<file path="src/rtl/mac_accumulator.sv">
// mac_accumulator
//
// This block drains products from the read side of the MAC async FIFO and adds
// them up in groups of ACC_LEN. Each finished sum is sent out on a valid/ready
// interface. The whole block runs in the FIFO read-clock domain.
//
// Ports:
//   clk        read-domain clock
//   reset      asynchronous reset, active low
//   rEmpty     FIFO empty flag
//   rData      FIFO read data; it is valid on the cycle after rd_En
//   rd_En      FIFO pop request; combinational, so pops can happen on back-to-back cycles
//   clear      synchronous request to abandon the current group
//   acc_out    completed group sum
//   acc_valid  acc_out is valid
//   acc_ready  downstream accepts acc_out
//   overflow   sticky flag: some add in the current group carried out of ACC_WIDTH
//
// Build option:
//   MAC_SAT_EN  When defined, the accumulator clamps to 2^ACC_WIDTH-1 on a carry-out.
//               When undefined, the accumulator wraps modulo 2^ACC_WIDTH.

module mac_accumulator #(
    parameter int WIDTH     = 4,
    parameter int ACC_LEN   = 4,
    parameter int ACC_WIDTH = 10
) (
    input  logic                   clk,
    input  logic                   reset,
    input  logic                   rEmpty,
    input  logic [2*WIDTH-1:0]     rData,
    output logic                   rd_En,
    input  logic                   clear,
    output logic [ACC_WIDTH-1:0]   acc_out,
    output logic                   acc_valid,
    input  logic                   acc_ready,
    output logic                   overflow
);

    localparam int CNT_W = $clog2(ACC_LEN + 1);
    localparam logic [CNT_W-1:0] LEN_C  = CNT_W'(ACC_LEN);
    localparam logic [CNT_W-1:0] LAST_C = CNT_W'(ACC_LEN - 1);

    typedef enum logic {
        ACCUM = 1'b0,
        OUT   = 1'b1
    } state_t;

    state_t               state_q, state_d;
    logic [ACC_WIDTH-1:0] acc_q, acc_d;
    logic [ACC_WIDTH-1:0] acc_out_q, acc_out_d;
    logic [CNT_W-1:0]     issued_q, issued_d;
    logic [CNT_W-1:0]     rcvd_q, rcvd_d;
    logic                 rd_pending_q, rd_pending_d;
    logic                 acc_valid_q, acc_valid_d;
    logic                 overflow_q, overflow_d;

    logic [ACC_WIDTH:0]   sum_ext;
    logic                 carry;
    logic [ACC_WIDTH-1:0] acc_next;
    logic                 rd_en_c;

    // The reset term makes the pop request drop as soon as reset is asserted,
    // without waiting for the flops to reach their reset state.
    assign rd_en_c = reset & (state_q == ACCUM) & ~rEmpty & (issued_q < LEN_C) & ~clear;

    assign rd_En     = rd_en_c;
    assign acc_out   = acc_out_q;
    assign acc_valid = acc_valid_q;
    assign overflow  = overflow_q;

    // The adder is one bit wider than the accumulator so the top bit shows the carry-out.
    always_comb begin
        sum_ext = {1'b0, acc_q} + {{(ACC_WIDTH + 1 - 2*WIDTH){1'b0}}, rData};
        carry   = sum_ext[ACC_WIDTH];
`ifdef MAC_SAT_EN
        // A clamped accumulator stays at the maximum value: every later add
        // carries out again, or adds zero and leaves it unchanged.
        acc_next = carry ? {ACC_WIDTH{1'b1}} : sum_ext[ACC_WIDTH-1:0];
`else
        acc_next = sum_ext[ACC_WIDTH-1:0];
`endif
    end

    always_comb begin
        state_d      = state_q;
        acc_d        = acc_q;
        acc_out_d    = acc_out_q;
        issued_d     = issued_q;
        rcvd_d       = rcvd_q;
        acc_valid_d  = acc_valid_q;
        overflow_d   = overflow_q;
        rd_pending_d = rd_en_c;

        if (clear) begin
            // clear has priority over everything else. Data arriving in this
            // cycle is dropped because the add below is skipped.
            state_d     = ACCUM;
            acc_d       = '0;
            issued_d    = '0;
            rcvd_d      = '0;
            acc_valid_d = 1'b0;
            overflow_d  = 1'b0;
        end else begin
            case (state_q)
                ACCUM: begin
                    if (rd_en_c) begin
                        issued_d = issued_q + CNT_W'(1);
                    end
                    if (rd_pending_q) begin
                        acc_d      = acc_next;
                        overflow_d = overflow_q | carry;
                        rcvd_d     = rcvd_q + CNT_W'(1);
                        if (rcvd_q == LAST_C) begin
                            acc_out_d   = acc_next;
                            acc_valid_d = 1'b1;
                            state_d     = OUT;
                        end
                    end
                end
                OUT: begin
                    if (acc_ready) begin
                        state_d     = ACCUM;
                        acc_d       = '0;
                        issued_d    = '0;
                        rcvd_d      = '0;
                        acc_valid_d = 1'b0;
                        overflow_d  = 1'b0;
                    end
                end
                default: state_d = ACCUM;
            endcase
        end
    end

    always_ff @(posedge clk or negedge reset) begin
        if (!reset) begin
            state_q      <= ACCUM;
            acc_q        <= '0;
            acc_out_q    <= '0;
            issued_q     <= '0;
            rcvd_q       <= '0;
            rd_pending_q <= 1'b0;
            acc_valid_q  <= 1'b0;
            overflow_q   <= 1'b0;
        end else begin
            state_q      <= state_d;
            acc_q        <= acc_d;
            acc_out_q    <= acc_out_d;
            issued_q     <= issued_d;
            rcvd_q       <= rcvd_d;
            rd_pending_q <= rd_pending_d;
            acc_valid_q  <= acc_valid_d;
            overflow_q   <= overflow_d;
        end
    end

endmodule

</file>
<file path="config.mk">
export PLATFORM = sky130hd
export DESIGN_NAME = mac_accumulator
export DESIGN_NICKNAME = d
export VERILOG_FILES = /design/src/rtl/mac_accumulator.sv
export SDC_FILE = /design/constraint.sdc
export NUM_CORES = 1
export LEC_CHECK = 0
export CAP_MARGIN = 20
export CORE_MARGIN = 4
export CORE_UTILIZATION = 55
export CTS_BUF_LIST = sky130_fd_sc_hd__clkbuf_4
export CTS_CLUSTER_SIZE = 10
export DETAILED_ROUTE_END_ITERATION = 8
export PLACE_DENSITY = 0.81
export SLEW_MARGIN = 5
export SYNTH_ARGS = -nofsm -noshare
export SYNTH_HDL_FRONTEND = slang
export SYNTH_SLANG_ARGS = --single-unit
</file>
<file path="constraint.sdc">
create_clock -name clk -period 3 [get_ports clk]
set_input_delay 0.45 -clock clk [delete_from_list [all_inputs] [get_ports clk]]
set_output_delay 0.45 -clock clk [all_outputs]
set_load 0.005 [all_outputs]
</file>
# ---- Word-level counts from Yosys, hierarchy flattened
# Index checks and enable logic that the tools add are counted.
dict set report word_totals {
  regBits 30
  inputBits 13
  out_inout_bits 13
  word_cells 53
}
dict set report op_classes {
  addsub 3
  order_cmp 1
  n_eq_ne 5
  mux 24
  bitwise 8
  n_reduce_logical 4
}
# operator count
set op_table {}
lappend op_table {{10-bit 2-to-1 mux} 3}
lappend op_table {{10-bit case mux with 2 select lines} 1}
lappend op_table {{3-bit 2-to-1 mux} 5}
lappend op_table {{3-bit case mux with 2 select lines} 2}
lappend op_table {{10-bit by 8-bit adder with 11-bit output} 1}
lappend op_table {{1-bit 2-to-1 mux} 10}
lappend op_table {{3-bit != test (second input constant)} 3}
lappend op_table {{3-bit by 1-bit adder with 3-bit output (second input constant)} 2}
lappend op_table {{1-bit case mux with 2 select lines} 3}
lappend op_table {{1-bit AND} 4}
lappend op_table {{2-bit AND reduction} 2}
lappend op_table {{4-bit AND reduction} 1}
lappend op_table {{3-bit by 2-bit == test with 1-bit output (second input constant)} 1}
lappend op_table {{3-bit less-than comparator (second input constant)} 1}
lappend op_table {{3-bit by 2-bit != test with 1-bit output (second input constant)} 1}
lappend op_table {{1-bit NOT} 3}
lappend op_table {{3-bit AND reduction} 1}
lappend op_table {{1-bit bitwise OR} 1}

# ---- Longest topological paths before layout
dict set report logic_depth {
  ltp_word 8
  ltp_mapped 7
  ltp_nobuf 6
}

# ---- Worst setup path before layout
# OpenSTA, ideal clock, no wires.
dict set report synth_timing {
  path_kind {input port to flip-flop}
  startpoint {input rData[0]}
  endpoint {register acc_q[6]}
  setup_time_ps 122
  t_arrival_ps 1848
  required_time_ps 2878
  path_slack_ps 1031
  stages 6
  path_cell_list {ha_1 > fa_1 > nand3_1 > a21oi_1 > or3_1 > a32o_1}
}
dict set report synth_between {
  elab_chain_len 4
}
# item line
set synth_lines {}
lappend synth_lines {{from (decl)} 31} ;# input logic [2*WIDTH-1:0] rData,
lappend synth_lines {{10-bit by 8-bit adder with 11-bit output} 74} ;# sum_ext = {1'b0, acc_q} + {{(ACC_WIDTH + 1 - 2*WIDTH){1'b0}}, rData};
lappend synth_lines {{10-bit 2-to-1 mux} 110} ;# if (rd_pending_q) begin
lappend synth_lines {{10-bit case mux with 2 select lines} 105} ;# case (state_q)
lappend synth_lines {{10-bit 2-to-1 mux} 95} ;# if (clear) begin
lappend synth_lines {{to (signal assigned)} 139} ;# acc_q <= '0;
lappend synth_lines {{to (signal assigned)} 148} ;# acc_q <= acc_d;
lappend synth_lines {{to (decl)} 50} ;# logic [ACC_WIDTH-1:0] acc_q, acc_d;
# Every way passes these cells. The select of a mux whose other input is x is not followed.
# A chain may end at the register's enable or synchronous reset.

# ---- Final worst setup path
dict set report layout_timing {
  startpoint {input reset}
  endpoint {output rd_En}
}
dict set report layout_between {
  elab_chain_len 4
}
# item line
set layout_lines {}
lappend layout_lines {{from (decl)} 29} ;# input logic reset,
lappend layout_lines {{1-bit AND (4 in a row)} 65} ;# assign rd_en_c = reset & (state_q == ACCUM) & ~rEmpty & (issued_q < LEN_C) & ~clear;
lappend layout_lines {{to (decl)} 32} ;# output logic rd_En,
# Every way passes these cells.

==> results.ini <==
[run_status]
status = completed

[logic_synthesis]
synth-seq-area-share = 0.464
synth_ff_type = dfrtp_1
synth_enable_flop_cells = 0
synth_top_area_frac = 0.464
netlist_area_um2 = 1620
synth_common_cells = dfrtp_1 (30), nand2_1 (19), o21ai_0 (13), a21oi_1 (11), ha_1 (11)
yosys_warnings = 0
synth.area.top_cells = dfrtp_1 (46%), ha_1 (8.5%), nand2_1 (4.4%)
synth-async-reset-ratio = 1.00
synth_top_cell_by_area = dfrtp_1
syn_nets = 180
yosysMostFrequentCell = dfrtp_1
yosys_register_bits = 30
synth_cell_type_count = 40
synth_cells = 155
synth_area_per_cell_um2 = 10.4

[placed_design]
dp_hpwl_um = 2810
routabilityCongestion = 0.852
portBuffers = 25

[route]
wl_met3_um = 255
ant_nets = 0
via_per_inst = 6.13
drtPass1Iterations = 4
wl_um = 3760
vias = 1337
drt-wirelength-per-cell_um = 17.2
drcViolationCount = 0
dr.first_iter.drc_count = 50
dr_wl_met2_um = 1920
dr.max_layer_used = met4
wl_met1_um = 1530

[job]
cap_viol_max_count = 0

[cts]
cts_resized = 0
clockRootBuffer = clkbuf_4
worstSkewPairLatency_ns = 0.33
cts_inserted_buffers = 5
cts_tree = built
cts_max_path_buffers = 2
post_cts_buffers = 0
hold_buffers = 0
clock_sinks = 30
htreeDepth = 2
path_clk_slew_ns = 0.08

[die]
coreArea_um2 = 2780
io_pins = 26
rows = 19
die_area_um2 = 3870
initial_core_util = 0.581
die_w_um = 62.2
die_h_um = 62.2

[worst_hold_path]
whs_path_depth = 2
min_path_type = reg2reg
hold_end = acc_out[9]
hp-start = acc_out[9]

[final_layout]
final.fill_count = 226
antenna_cells = 0
num-nets-final = 211
fin_util = 0.714
drive_gt1_frac = 0.118
area_growth_pct = 22.8

[critical_path]
crit_fanout = 5
r2r-start = acc_q[0]
slowest_delay_ns = 0.53
end_kind = output pin
cp-start-kind = input port
critPathKind = in2out
arrival_ns = 2.17
cpMaxStageDelayCell = clkdlybuf4s50_1
required_ns = 2.55
crit_top_cell = clkdlybuf4s50_1
r2r_cells = 6
worstReg2RegEnd = acc_q[6]
rrSetupSlack_ns = 0.93
timing.critical_path.cells = clkdlybuf4s50_1 > or4b_4 > nor2_1 > clkdlybuf4s50_1

[global_routing]
grt_overflow = 0
antenna_found_initial = 0
grt_usage = 0.216
grt_max_degree = 31
first_global_vias = 1432
grt_pass1_wl_um = 6640

[power]
peakVddDrop_v = 0.000540
cellPowerDensity_nw_per_um2 = 427
p_leak_nw = 0.920

[timing]
tns_ns = 0
setup_viol = 0
timing.final.crit_share = 0.872
tightest_slew_ns = 0.698
skew_ns = 0.0133
relSlewSlack = 0.535
hold_viol = 0
slew_viol_final = 0
layout_min_cycle_time_ns = 2.62
whs_ns = 0.486
fmax_mhz = 382
rsz0062_at_grt = false

==> sequential cells by signal (all words and copies together) (netlist names) <==
name and flops:
acc_out 10, acc_q 10, issued_q 3, rcvd_q 3, acc_valid 1, overflow 1, rd_pending_q 1, state_q 1
==> worst max-delay path, delay by kind of cell <==
family,cells,cell delay [ns]
buffers and inverters,2,1.05
and+or+nand+nor,2,0.66
==> per-stage QoR <==
stage / cell area [um2] / worst slack (ns) / cells / power, W
floorplan: 1620 / 1.03 / 155 / 0.000481
global route: 1990 / 0.308 / 218 / 0.000888
detailed placement: 1900 / 0.385 / 210 / 0.000527
CTS: 1990 / 0.366 / 218 / 0.000854
global placement: 1900 / 0.392 / 210 / 0.000522
finish: 1990 / 0.384 / 218 / 0.000847
==> logic make-up after synthesis <==
| group | Yosys count | synth area share |
|---|---|---|
| AOI/OAI and AO/OA | 56 | 0.237 |
| xor gates and xnor gates | 4 | 0.0217 |
| adders and majority gates | 12 | 0.0975 |
| buffers and inverters | 9 | 0.0271 |
| DFF | 30 | 0.464 |
| muxes | 4 | 0.0271 |
| and+or+nand+nor | 40 | 0.125 |
==> placed cells by master, fill, tap and decap left out, types with 3 or more instances in the layout <==
cell type / count
dfrtp_1: 30
clkdlybuf4s50_1: 25
nand2_1: 19
o21ai_0: 13
a21oi_1: 11
ha_1: 11
clkbuf_4: 7
inv_1: 5
nor2_1: 5
a21o_1: 4
a22o_1: 4
nand3_1: 4
xor2_1: 3
nor3_1: 3
o21a_1: 3
and2_1: 3
mux2_2: 3
buf_4: 3
==> routing by layer <==
metal,GRT usage,up-vias
li1,-,638
met1,0.257,649
met2,0.365,44
met3,0.0631,6
met4,0.0786,0
met5,0,-
==> report_power, final <==
part / internal, W / switching [W]
logic: 0.0000449 / 0.0000588
clock network: 0.000195 / 0.000132
registers: 0.000411 / 0.00000553
total: 0.000651 / 0.000196
==> area by class of cell <==
class / instances / area (um2) / area share
Clock buffer: 7 / 52.6 / 0.0265
Tap cell: 31 / 38.8 / 0.0195
Clock inverter: 1 / 30.0 / 0.0151
Multi-Input combinational cell: 116 / 822 / 0.414
Sequential cell: 30 / 751 / 0.378
Inverter: 5 / 18.8 / 0.00945
Timing Repair Buffer: 28 / 273 / 0.137
==> worst max-delay path by stage <==
stage	slack [ns]	from	endpoint	depth (start not counted)
detailed placement	0.39	reset	rd_En	4
floorplan	1.03	rData[0]	acc_q[6]	6
global route	0.31	reset	rd_En	4
global placement	0.39	reset	rd_En	4
CTS	0.37	reset	rd_En	4
finish	0.38	reset	rd_En	4
Note: power is estimated with default switching activity, not from simulation.
